<file path="src/rtl/sync_down_timer_pkg.sv">
// sync_down_pkg: shared state encoding and mode constants for sync_down_timer
package sync_down_pkg;

    typedef enum logic [1:0] {
        IDLE = 2'b00,
        RUN  = 2'b01,
        DONE = 2'b10
    } state_t;

    localparam logic MODE_ONESHOT  = 1'b0;
    localparam logic MODE_PERIODIC = 1'b1;

endpackage

</file>
<file path="src/rtl/sync_down_timer_down_next.sv">
// down_next: combinational borrow-chain decrementer with an is-one flag
module down_next
    import sync_down_pkg::*;
#(
    parameter int WIDTH = 4
) (
    input  logic [WIDTH-1:0] cnt_i,
    output logic [WIDTH-1:0] nxt_o,
    output logic             is_one_o
);

    logic [WIDTH-1:0] borrow;

    assign borrow[0] = 1'b1;

    // A bit toggles only when every lower bit is zero, so the borrow ripples upward.
    for (genvar i = 1; i < WIDTH; i++) begin : g_borrow
        assign borrow[i] = borrow[i-1] & ~cnt_i[i-1];
    end

    assign nxt_o    = cnt_i ^ borrow;
    assign is_one_o = (cnt_i == WIDTH'(1));

endmodule

</file>
<file path="src/rtl/sync_down_timer.sv">
// sync_down_timer: loadable down timer, one-shot or periodic, with registered terminal-count pulse.
// Defining SYNC_DOWN_TIMER_CASCADE_EN adds combinational tc_early for chaining stages.
module sync_down_timer
    import sync_down_pkg::*;
#(
    parameter int WIDTH = 4
) (
    input  logic             clk,
    input  logic             rst,
    input  logic             en,
    input  logic             load,
    input  logic [WIDTH-1:0] load_val,
    input  logic             mode,
    output logic [WIDTH-1:0] q,
    output logic             tc,
    output logic             busy,
    output logic             done
`ifdef SYNC_DOWN_TIMER_CASCADE_EN
    ,
    output logic             tc_early
`endif
);

    state_t           state_q, state_d;
    logic [WIDTH-1:0] q_q, q_d;
    logic [WIDTH-1:0] reload_q, reload_d;
    logic             mode_q, mode_d;
    logic             tc_q, tc_d;
    logic [WIDTH-1:0] dec;
    logic             is_one;

    down_next #(.WIDTH(WIDTH)) u_next (
        .cnt_i    (q_q),
        .nxt_o    (dec),
        .is_one_o (is_one)
    );

    // Next state: load wins, otherwise count down while running and enabled.
    always_comb begin
        state_d  = state_q;
        q_d      = q_q;
        reload_d = reload_q;
        mode_d   = mode_q;
        tc_d     = 1'b0;
        if (load) begin
            q_d      = load_val;
            reload_d = load_val;
            mode_d   = mode;
            state_d  = (load_val != '0) ? RUN : IDLE;
        end else if (state_q == RUN && en) begin
            tc_d    = is_one;
            q_d     = !is_one ? dec : (mode_q == MODE_PERIODIC) ? reload_q : '0;
            state_d = (is_one && mode_q != MODE_PERIODIC) ? DONE : RUN;
        end
    end

    // State and datapath registers, cleared immediately by reset.
    always_ff @(posedge clk or posedge rst) begin
        if (rst) begin
            state_q  <= IDLE;
            q_q      <= '0;
            reload_q <= '0;
            mode_q   <= 1'b0;
            tc_q     <= 1'b0;
        end else begin
            state_q  <= state_d;
            q_q      <= q_d;
            reload_q <= reload_d;
            mode_q   <= mode_d;
            tc_q     <= tc_d;
        end
    end

    assign q    = q_q;
    assign tc   = tc_q;
    assign busy = (state_q == RUN);
    assign done = (state_q == DONE);

`ifdef SYNC_DOWN_TIMER_CASCADE_EN
    assign tc_early = (state_q == RUN) & en & is_one & ~load;
`endif

endmodule

</file>
<file path="config.mk">
export PLATFORM = sky130hd
export DESIGN_NAME = sync_down_timer
export DESIGN_NICKNAME = d
export VERILOG_FILES = /design/src/rtl/sync_down_timer_pkg.sv /design/src/rtl/sync_down_timer_down_next.sv /design/src/rtl/sync_down_timer.sv
export SDC_FILE = /design/constraint.sdc
export NUM_CORES = 1
export LEC_CHECK = 0
export ABC_CLOCK_PERIOD_IN_PS = 3000
export CAP_MARGIN = 0
export CORE_UTILIZATION = 49
export DETAILED_ROUTE_END_ITERATION = 16
export GPL_TIMING_DRIVEN = 0
export PLACE_DENSITY = 0.79
export RECOVER_POWER = 50
export REMOVE_ABC_BUFFERS = 1
export SETUP_SLACK_MARGIN = 0.05
export SYNTH_ARGS = -nofsm -noshare
export SYNTH_HDL_FRONTEND = slang
export SYNTH_HIERARCHICAL = 1
export SYNTH_SLANG_ARGS = --single-unit
</file>
<file path="constraint.sdc">
create_clock -name clk -period 3 [get_ports clk]
set_input_delay 0.45 -clock clk [delete_from_list [all_inputs] [get_ports clk]]
set_output_delay 0.45 -clock clk [all_outputs]
set_load 0.005 [all_outputs]
</file>
==> results of run 1 <==
[how the worst max path moves through the flow]
stage                       to  depth (start not counted)  from
after floorplan           q[2]                          6  q[1]
after global placement    q[2]                          6  q[1]
after detailed placement  q[2]                          6  q[1]
after CTS                 q[2]                          6  q[1]
after global routing      q[2]                          6  q[1]
final                     q[2]                          6  q[1]
[placed cells by master, fill, tap and decap left out, types with 2 or more instances in the layout]
cell and count:
sky130_fd_sc_hd__o31ai_1 4, sky130_fd_sc_hd__nor2b_1 4, sky130_fd_sc_hd__clkbuf_4 3, sky130_fd_sc_hd__nor3b_1 2, sky130_fd_sc_hd__a311oi_1 4, sky130_fd_sc_hd__nor2_1 5
sky130_fd_sc_hd__dfrtp_1 12, sky130_fd_sc_hd__and2b_2 2, sky130_fd_sc_hd__ha_1 3, sky130_fd_sc_hd__dlygate4sd3_1 2, sky130_fd_sc_hd__clkdlybuf4s50_1 13, sky130_fd_sc_hd__o21ai_0 7
sky130_fd_sc_hd__nand2_1 5, sky130_fd_sc_hd__inv_1 11
[cell usage after synthesis]
master / number / area [µm²]
sky130_fd_sc_hd__nor2_1: 5 / 18.8
sky130_fd_sc_hd__and2b_2: 2 / 17.5
sky130_fd_sc_hd__o41ai_1: 1 / 8.76
sky130_fd_sc_hd__nor3b_1: 2 / 15.0
sky130_fd_sc_hd__xor2_1: 1 / 8.76
sky130_fd_sc_hd__a311oi_1: 4 / 35.0
sky130_fd_sc_hd__nand2b_1: 1 / 6.26
sky130_fd_sc_hd__dfrtp_1: 12 / 300
sky130_fd_sc_hd__o21ai_0: 7 / 35.0
sky130_fd_sc_hd__ha_1: 3 / 37.5
sky130_fd_sc_hd__nand3b_1: 1 / 7.51
sky130_fd_sc_hd__a41oi_1: 1 / 8.76
sky130_fd_sc_hd__nand2_1: 5 / 18.8
sky130_fd_sc_hd__and3b_2: 1 / 10.0
sky130_fd_sc_hd__nor2b_1: 4 / 25.0
sky130_fd_sc_hd__o31ai_1: 4 / 30.0
sky130_fd_sc_hd__inv_1: 11 / 41.3
sky130_fd_sc_hd__buf_2: 3 / 15.0
[stage by stage]
stage	setup WS, ps	instance area, µm²	instances	utilization	hold WS (ps)
after floorplan	1190	624	65	-	315
after global placement	851	792	94	0.685	510
after detailed placement	848	792	94	0.685	516
after CTS	830	815	97	0.705	502
after global routing	538	815	97	0.705	560
final	812	815	97	0.705	525
[registers in the layout, indices dropped and copies added, names as in the netlist]
signal / flops
q: 4
state_q: 2
mode_q: 1
tc: 1
reload_q: 4
[worst max-delay path, cell delays in order (launching register included)]
cell and delay, ps:
sky130_fd_sc_hd__dfrtp_1 400, sky130_fd_sc_hd__inv_1 80, sky130_fd_sc_hd__ha_1 130, sky130_fd_sc_hd__nor3b_1 950, sky130_fd_sc_hd__nor2b_1 100, sky130_fd_sc_hd__a311oi_1 280, sky130_fd_sc_hd__o31ai_1 100
[power by group through the flow]
stage                      logic, W  registers [W]  clock network [W]
final                     0.0000907       0.000190          0.0000948
after global routing       0.000105       0.000191           0.000107
after CTS                 0.0000920       0.000189          0.0000982
after detailed placement  0.0000905       0.000193                  0
after global placement    0.0000894       0.000191                  0
after floorplan           0.0000486       0.000190                  0
[kinds of logic (layout without fill, tap and decap cells)]
family | count (synthesis) | in the layout | share of synthesized area
simple gates | 21 | 21 | 0.186
compound gates | 17 | 17 | 0.184
buf+inv | 14 | 29 | 0.0881
flops | 12 | 12 | 0.470
fa+ha+maj | 3 | 3 | 0.0587
xor+xnor | 1 | 1 | 0.0137
[area by class of cell]
class,instances,area [µm²],share of cell area
flip-flops and latches,12,300,0.369
multi-input cells,42,283,0.347
repair buffers,15,150,0.184
well taps,14,17.5,0.0215
clock buffers,3,22.5,0.0276
inverters,11,41.3,0.0507
[per-layer routing]
metal / up-vias / track usage / part of all wire
li1: 265 / - / -
met1: 253 / 0.317 / 0.47
met2: 18 / 0.356 / 0.48
met3: 2 / 0.0349 / 0.046
met4: 0 / 0.0804 / 0.011
met5: - / 0 / 0
==> impl_table.tex, run 1 <==
\begin{tabular}{lr}
\hline
Metric & Value \\
\hline
\multicolumn{2}{l}{\textbf{Floorplan}} \\
\quad Core area & 1160 µm² \\
\quad Standard-cell row count & 12 \\
\quad Die height & 38.1 µm \\
\quad Effective utilization at floorplan & 0.553 \\
\quad Full die area & 1450 µm² \\
\quad IO Count & 16 \\
\quad Die Span X & 38.1 µm \\
\multicolumn{2}{l}{\textbf{Critical path}} \\
\quad Data required time at the worst endpoint & 3130 ps \\
\quad Setup crit end kind & register \\
\quad Max FO, Critical Path & 11 \\
\quad Reg2Reg Launch Point & q[1] \\
\quad Worst Path Class, Setup & reg -> reg \\
\quad Register-to-Register Path Depth & 6 \\
\quad CP Data Arrival Time & 2320 ps \\
\quad Category of the worst setup path launch point & register \\
\quad Endpoint of the worst register-to-register path & q[2] \\
\quad Setup slack of the most critical reg-to-reg path & 810 ps \\
\multicolumn{2}{l}{\textbf{Global route}} \\
\quad Grt ovf & 0 \\
\quad Largest net degree at the start of global routing & 19 \\
\quad Number of global-route vias before repair & 505 \\
\quad Global-route wire length before repair & 2240 µm \\
\quad Overall fraction of global-route tracks in use & 0.227 \\
\quad Initial antenna violation count & 0 \\
\multicolumn{2}{l}{\textbf{Power and ir drop}} \\
\quad VDD IR-drop max & 0.000281 V \\
\quad Sequential cell fraction of total power & 0.505 \\
\quad Switching Fraction & 0.276 \\
\quad Share of power burned in the clock network & 0.253 \\
\quad Total power draw & 0.000375 W \\
\quad Internal power component & 0.000272 W \\
\quad Switch Pwr & 0.000103 W \\
\quad Part of the power in combinational logic & 0.242 \\
\quad Leak pwr & 0.375 nW \\
\quad Power density over the cells & 460 nW/µm² \\
\multicolumn{2}{l}{\textbf{CTS}} \\
\quad Total number of clock tree sinks & 12 \\
\quad Maximum level of the CTS H-tree & 1 \\
\quad Quantity of hold-fixing buffers added after cts & 0 \\
\quad Bufs on Longest Clock Path & 2 \\
\quad CTS Buf Count & 3 \\
\quad Resized Gates After CTS & 0 \\
\quad Worst skew pair latency & 270 ps \\
\quad Clock slew at the register clock pins of the worst setup and hold paths & 70 ps \\
\quad CTS root buf & sky130\_fd\_sc\_hd\_\_clkbuf\_4 \\
\quad Post-CTS setup buffer count & 0 \\
\quad TritonCTS clock tree & built \\
\multicolumn{2}{l}{\textbf{Worst hold path}} \\
\quad Startpoint of the most critical hold path & reload\_q[3] \\
\quad Destination of the worst hold path & reload\_q[3] \\
\quad Path category of the worst min-delay check & reg -> reg \\
\quad Worst Hold Path Cells & 2 \\
\multicolumn{2}{l}{\textbf{Route}} \\
\quad Overall via count from detail\_route & 538 \\
\quad Count of TritonRoute iterations in the first routing pass & 4 \\
\quad Aggregate routed wire length & 1230 µm \\
\quad Detail-routed net length per standard cell & 12.7 µm \\
\quad Number of routed nets with antenna violations & 0 \\
\quad Iter 0 DRT Violations & 11 \\
\quad Via density & 5.55 \\
\quad DRC violations left & 0 \\
\multicolumn{2}{l}{\textbf{Yosys}} \\
\quad Post-synthesis instance total & 68 \\
\quad Synthesized area & 639 µm² \\
\quad Number of different library cells in the post-synthesis netlist & 18 \\
\quad Syn Area/Cell & 9.40 µm² \\
\quad Number of synthesis warnings & 6 \\
\quad Register bit count reported by yosys & 12 \\
\quad Seq/Total Area, Yosys & 0.470 \\
\multicolumn{2}{l}{\textbf{Cells and area}} \\
\quad Filler cells & 97 \\
\quad P\&R area growth vs syn & 27.4\% \\
\quad Final \#Nets & 97 \\
\quad Ratio of cells with drive above 1 in the final layout & 0.0723 \\
\quad Number of inserted diodes & 0 \\
\multicolumn{2}{l}{\textbf{Timing}} \\
\quad Count of final max-slew check failures & 0 \\
\quad Relative slew slack & 0.199 \\
\quad Max Clock Freq & 0.457 GHz \\
\quad Part of the cycle the worst path needs & 0.729 \\
\quad Number of setup violations in the final report & 0 \\
\quad Shortest period the worst path allows & 2190 ps \\
\quad Accumulated negative setup slack & 0 ps \\
\quad Layout Skew & 1.59 ps \\
\quad Transition time at the pin with the least slew margin & 1200 ps \\
\quad Final number of hold-violating endpoints & 0 \\
\quad Setup repair after global routing missed its margin & false \\
\multicolumn{2}{l}{\textbf{Placement}} \\
\quad Routability-driven placement congestion ratio & 0.774 \\
\quad Port-buffer cells & 15 \\
\quad Sum of net half-perimeters after detailed placement & 923 µm \\
\multicolumn{2}{l}{\textbf{Run status}} \\
\quad Outcome & complete, no violations \\
\multicolumn{2}{l}{\textbf{Job}} \\
\quad Max-capacitance violation count & 0 \\
\hline
\end{tabular}
No activity file was read; power rests on OpenSTA's default activity.
==> run 2: changes to the inputs <==
- ABC_CLOCK_PERIOD_IN_PS: 3000 -> 2200
- CORE_UTILIZATION: 49 -> 46
- PLACE_DENSITY: 0.79 -> 0.75
- clock period: 3 -> 2.2 ns (I/O delays scaled with it)
==> impl_table.tex, run 2 (synthesis gave the netlist of run 1 again) <==
\begin{tabular}{lr}
\hline
Metric & Value \\
\hline
\multicolumn{2}{l}{\textbf{Power and ir drop}} \\
\quad Part of the power in combinational logic & 0.239 \\
\quad Internal power component & 0.000370 W \\
\quad Total power draw & 0.000513 W \\
\quad Switching Fraction & 0.278 \\
\quad Sequential cell fraction of total power & 0.503 \\
\quad Switch Pwr & 0.000143 W \\
\quad VDD IR-drop max & 0.000350 V \\
\quad Share of power burned in the clock network & 0.257 \\
\quad Leak pwr & 0.377 nW \\
\quad Power density over the cells & 625 nW/µm² \\
\multicolumn{2}{l}{\textbf{Route}} \\
\quad DRC violations left & 0 \\
\quad Met2 WL & 587 µm \\
\quad Detail-routed net length per standard cell & 12.5 µm \\
\quad Top layer in use & met4 \\
\quad Via density & 5.38 \\
\quad Number of routed nets with antenna violations & 0 \\
\quad Met3 wire len & 53 µm \\
\quad Metal-1 WL & 572 µm \\
\quad Aggregate routed wire length & 1230 µm \\
\quad Iter 0 DRT Violations & 12 \\
\quad Count of TritonRoute iterations in the first routing pass & 4 \\
\quad Overall via count from detail\_route & 527 \\
\multicolumn{2}{l}{\textbf{Critical path}} \\
\quad Worst path slowest cell & sky130\_fd\_sc\_hd\_\_nor3b\_2 \\
\quad Register-to-Register Path Depth & 6 \\
\quad Cell Chain, Critical Path & inv\_1 -> ha\_1 -> nor3b\_2 -> nor2b\_1 -> a311oi\_1 -> o31ai\_1 \\
\quad Setup slack of the most critical reg-to-reg path & 420 ps \\
\quad CP Buf/Inv Count & 1 \\
\quad Data required time at the worst endpoint & 2340 ps \\
\quad Worst Path Class, Setup & reg -> reg \\
\quad Reg2Reg Launch Point & q[1] \\
\quad Category of the worst setup path launch point & register \\
\quad Critical Path Stages & 6 \\
\quad Setup crit end kind & register \\
\quad CP Data Arrival Time & 1920 ps \\
\quad Worst path max stage delay & 560 ps \\
\quad Max FO, Critical Path & 11 \\
\quad Cell family contributing the most delay on the critical path & simple AND/OR/NAND/NOR gates \\
\quad Endpoint of the worst register-to-register path & q[2] \\
\multicolumn{2}{l}{\textbf{Global route}} \\
\quad Global-route wire length before repair & 1990 µm \\
\quad Initial antenna violation count & 0 \\
\quad Overall fraction of global-route tracks in use & 0.202 \\
\quad Largest net degree at the start of global routing & 19 \\
\quad Grt ovf & 0 \\
\quad Number of global-route vias before repair & 483 \\
\multicolumn{2}{l}{\textbf{Placement}} \\
\quad Pre-CTS WS & -16.6 ps \\
\quad Routability-driven placement congestion ratio & 0.735 \\
\quad Sum of net half-perimeters after detailed placement & 905 µm \\
\quad Port-buffer cells & 15 \\
\multicolumn{2}{l}{\textbf{Floorplan}} \\
\quad Standard-cell row count & 13 \\
\quad IO Count & 16 \\
\quad Effective utilization at floorplan & 0.491 \\
\quad Die Span X & 39.3 µm \\
\quad Core area & 1300 µm² \\
\quad Full die area & 1540 µm² \\
\quad Die height & 39.3 µm \\
\multicolumn{2}{l}{\textbf{Cells and area}} \\
\quad Most common cell after layout, fill and taps aside & sky130\_fd\_sc\_hd\_\_clkdlybuf4s50\_1 \\
\quad Ratio of cells with drive above 1 in the final layout & 0.0843 \\
\quad Multi-input gate area in the final layout & 288 µm² \\
\quad Util after Layout & 0.631 \\
\quad Final \#Nets & 97 \\
\quad P\&R area growth vs syn & 28.4\% \\
\quad Number of inserted diodes & 0 \\
\quad Sequential cell area & 300 µm² \\
\quad Filler cells & 127 \\
\quad Most frequent cells in the layout & sky130\_fd\_sc\_hd\_\_clkdlybuf4s50\_1, sky130\_fd\_sc\_hd\_\_dfrtp\_1, sky130\_fd\_sc\_hd\_\_inv\_1 \\
\multicolumn{2}{l}{\textbf{Timing}} \\
\quad Part of the cycle the worst path needs & 0.811 \\
\quad Relative slew slack & 0.550 \\
\quad Transition time at the pin with the least slew margin & 672 ps \\
\quad Shortest period the worst path allows & 1780 ps \\
\quad Setup repair after global routing missed its margin & false \\
\quad Final worst setup slack & 416 ps \\
\quad Number of setup violations in the final report & 0 \\
\quad Fin Hold WS & 509 ps \\
\quad Final number of hold-violating endpoints & 0 \\
\quad Layout Skew & 3.78 ps \\
\quad Count of final max-slew check failures & 0 \\
\quad Max Clock Freq & 0.561 GHz \\
\multicolumn{2}{l}{\textbf{Worst hold path}} \\
\quad Path category of the worst min-delay check & in -> async \\
\multicolumn{2}{l}{\textbf{CTS}} \\
\quad Maximum level of the CTS H-tree & 1 \\
\quad Worst skew pair latency & 270 ps \\
\quad Total number of clock tree sinks & 12 \\
\quad Bufs on Longest Clock Path & 2 \\
\quad Clock slew at the register clock pins of the worst setup and hold paths & 70 ps \\
\quad CTS Buf Count & 3 \\
\quad CTS root buf & sky130\_fd\_sc\_hd\_\_clkbuf\_4 \\
\quad TritonCTS clock tree & built \\
\multicolumn{2}{l}{\textbf{Run status}} \\
\quad Outcome & complete, no violations \\
\multicolumn{2}{l}{\textbf{Job}} \\
\quad Max-capacitance violation count & 0 \\
\hline
\end{tabular}
-- run 2: cell count changes in the layout (fill, tap and decap cells not counted) --
cell,before,now
sky130_fd_sc_hd__nor3b_2,0,1
sky130_fd_sc_hd__nor3b_1,2,1
-- run 2: layout make-up --
cell class / instances / area share
multi-input cells: 42 / 0.351
clock buffers: 3 / 0.0274
inverters: 11 / 0.0503
flip-flops and latches: 12 / 0.366
repair buffers: 15 / 0.183
well taps: 15 / 0.0229
-- run 2: stage by stage --
step / setup TNS [ps] / instance area (µm²) / instances
global route: 0 / 821 / 98
CTS: 0 / 821 / 98
floorplan: 0 / 624 / 65
global placement: 0 / 793 / 95
finish: 0 / 821 / 98
detailed placement: -16.6 / 793 / 95
-- run 2: worst max path at each step --
stage                     start    to  slack (ps)
after floorplan            q[1]  q[2]         390
final                      q[1]  q[2]         420
after CTS                  q[1]  q[2]         400
after global routing       q[1]  q[2]         240
after global placement     q[1]  q[2]          60
after detailed placement   q[1]  q[2]         -20
-- run 2: power groups by stage --
stage	logic (W)	clock network (W)	registers, W
floorplan	0.0000662	0	0.000259
global placement	0.000120	0	0.000261
detailed placement	0.000123	0	0.000262
CTS	0.000124	0.000137	0.000259
global route	0.000138	0.000149	0.000262
finish	0.000123	0.000132	0.000258
-- run 2: layer usage --
metal / vias to the layer above / global-route usage
met3: 2 / 0.0511
met2: 14 / 0.308
li1: 263 / -
met5: - / 0
met1: 248 / 0.252
met4: 0 / 0.129
-- run 2: worst reg2reg max path: cells and delay by family, from the launching register on --
family / cells / cell delay, ps
AOI/OAI and AO/OA: 2 / 380
adders and majority gates: 1 / 130
buffers and inverters: 1 / 80
DFF: 1 / 400
and+or+nand+nor: 2 / 670
-- run 2: what timing repair did --
item / 4_1_cts / 5_1_grt
endpoints found under the setup margin: 4 / 0
endpoints found under the hold margin: 0 / 0
gates resized for setup: 1 / 0
setup buffers: 0 / 0
hold buffers: 0 / 0
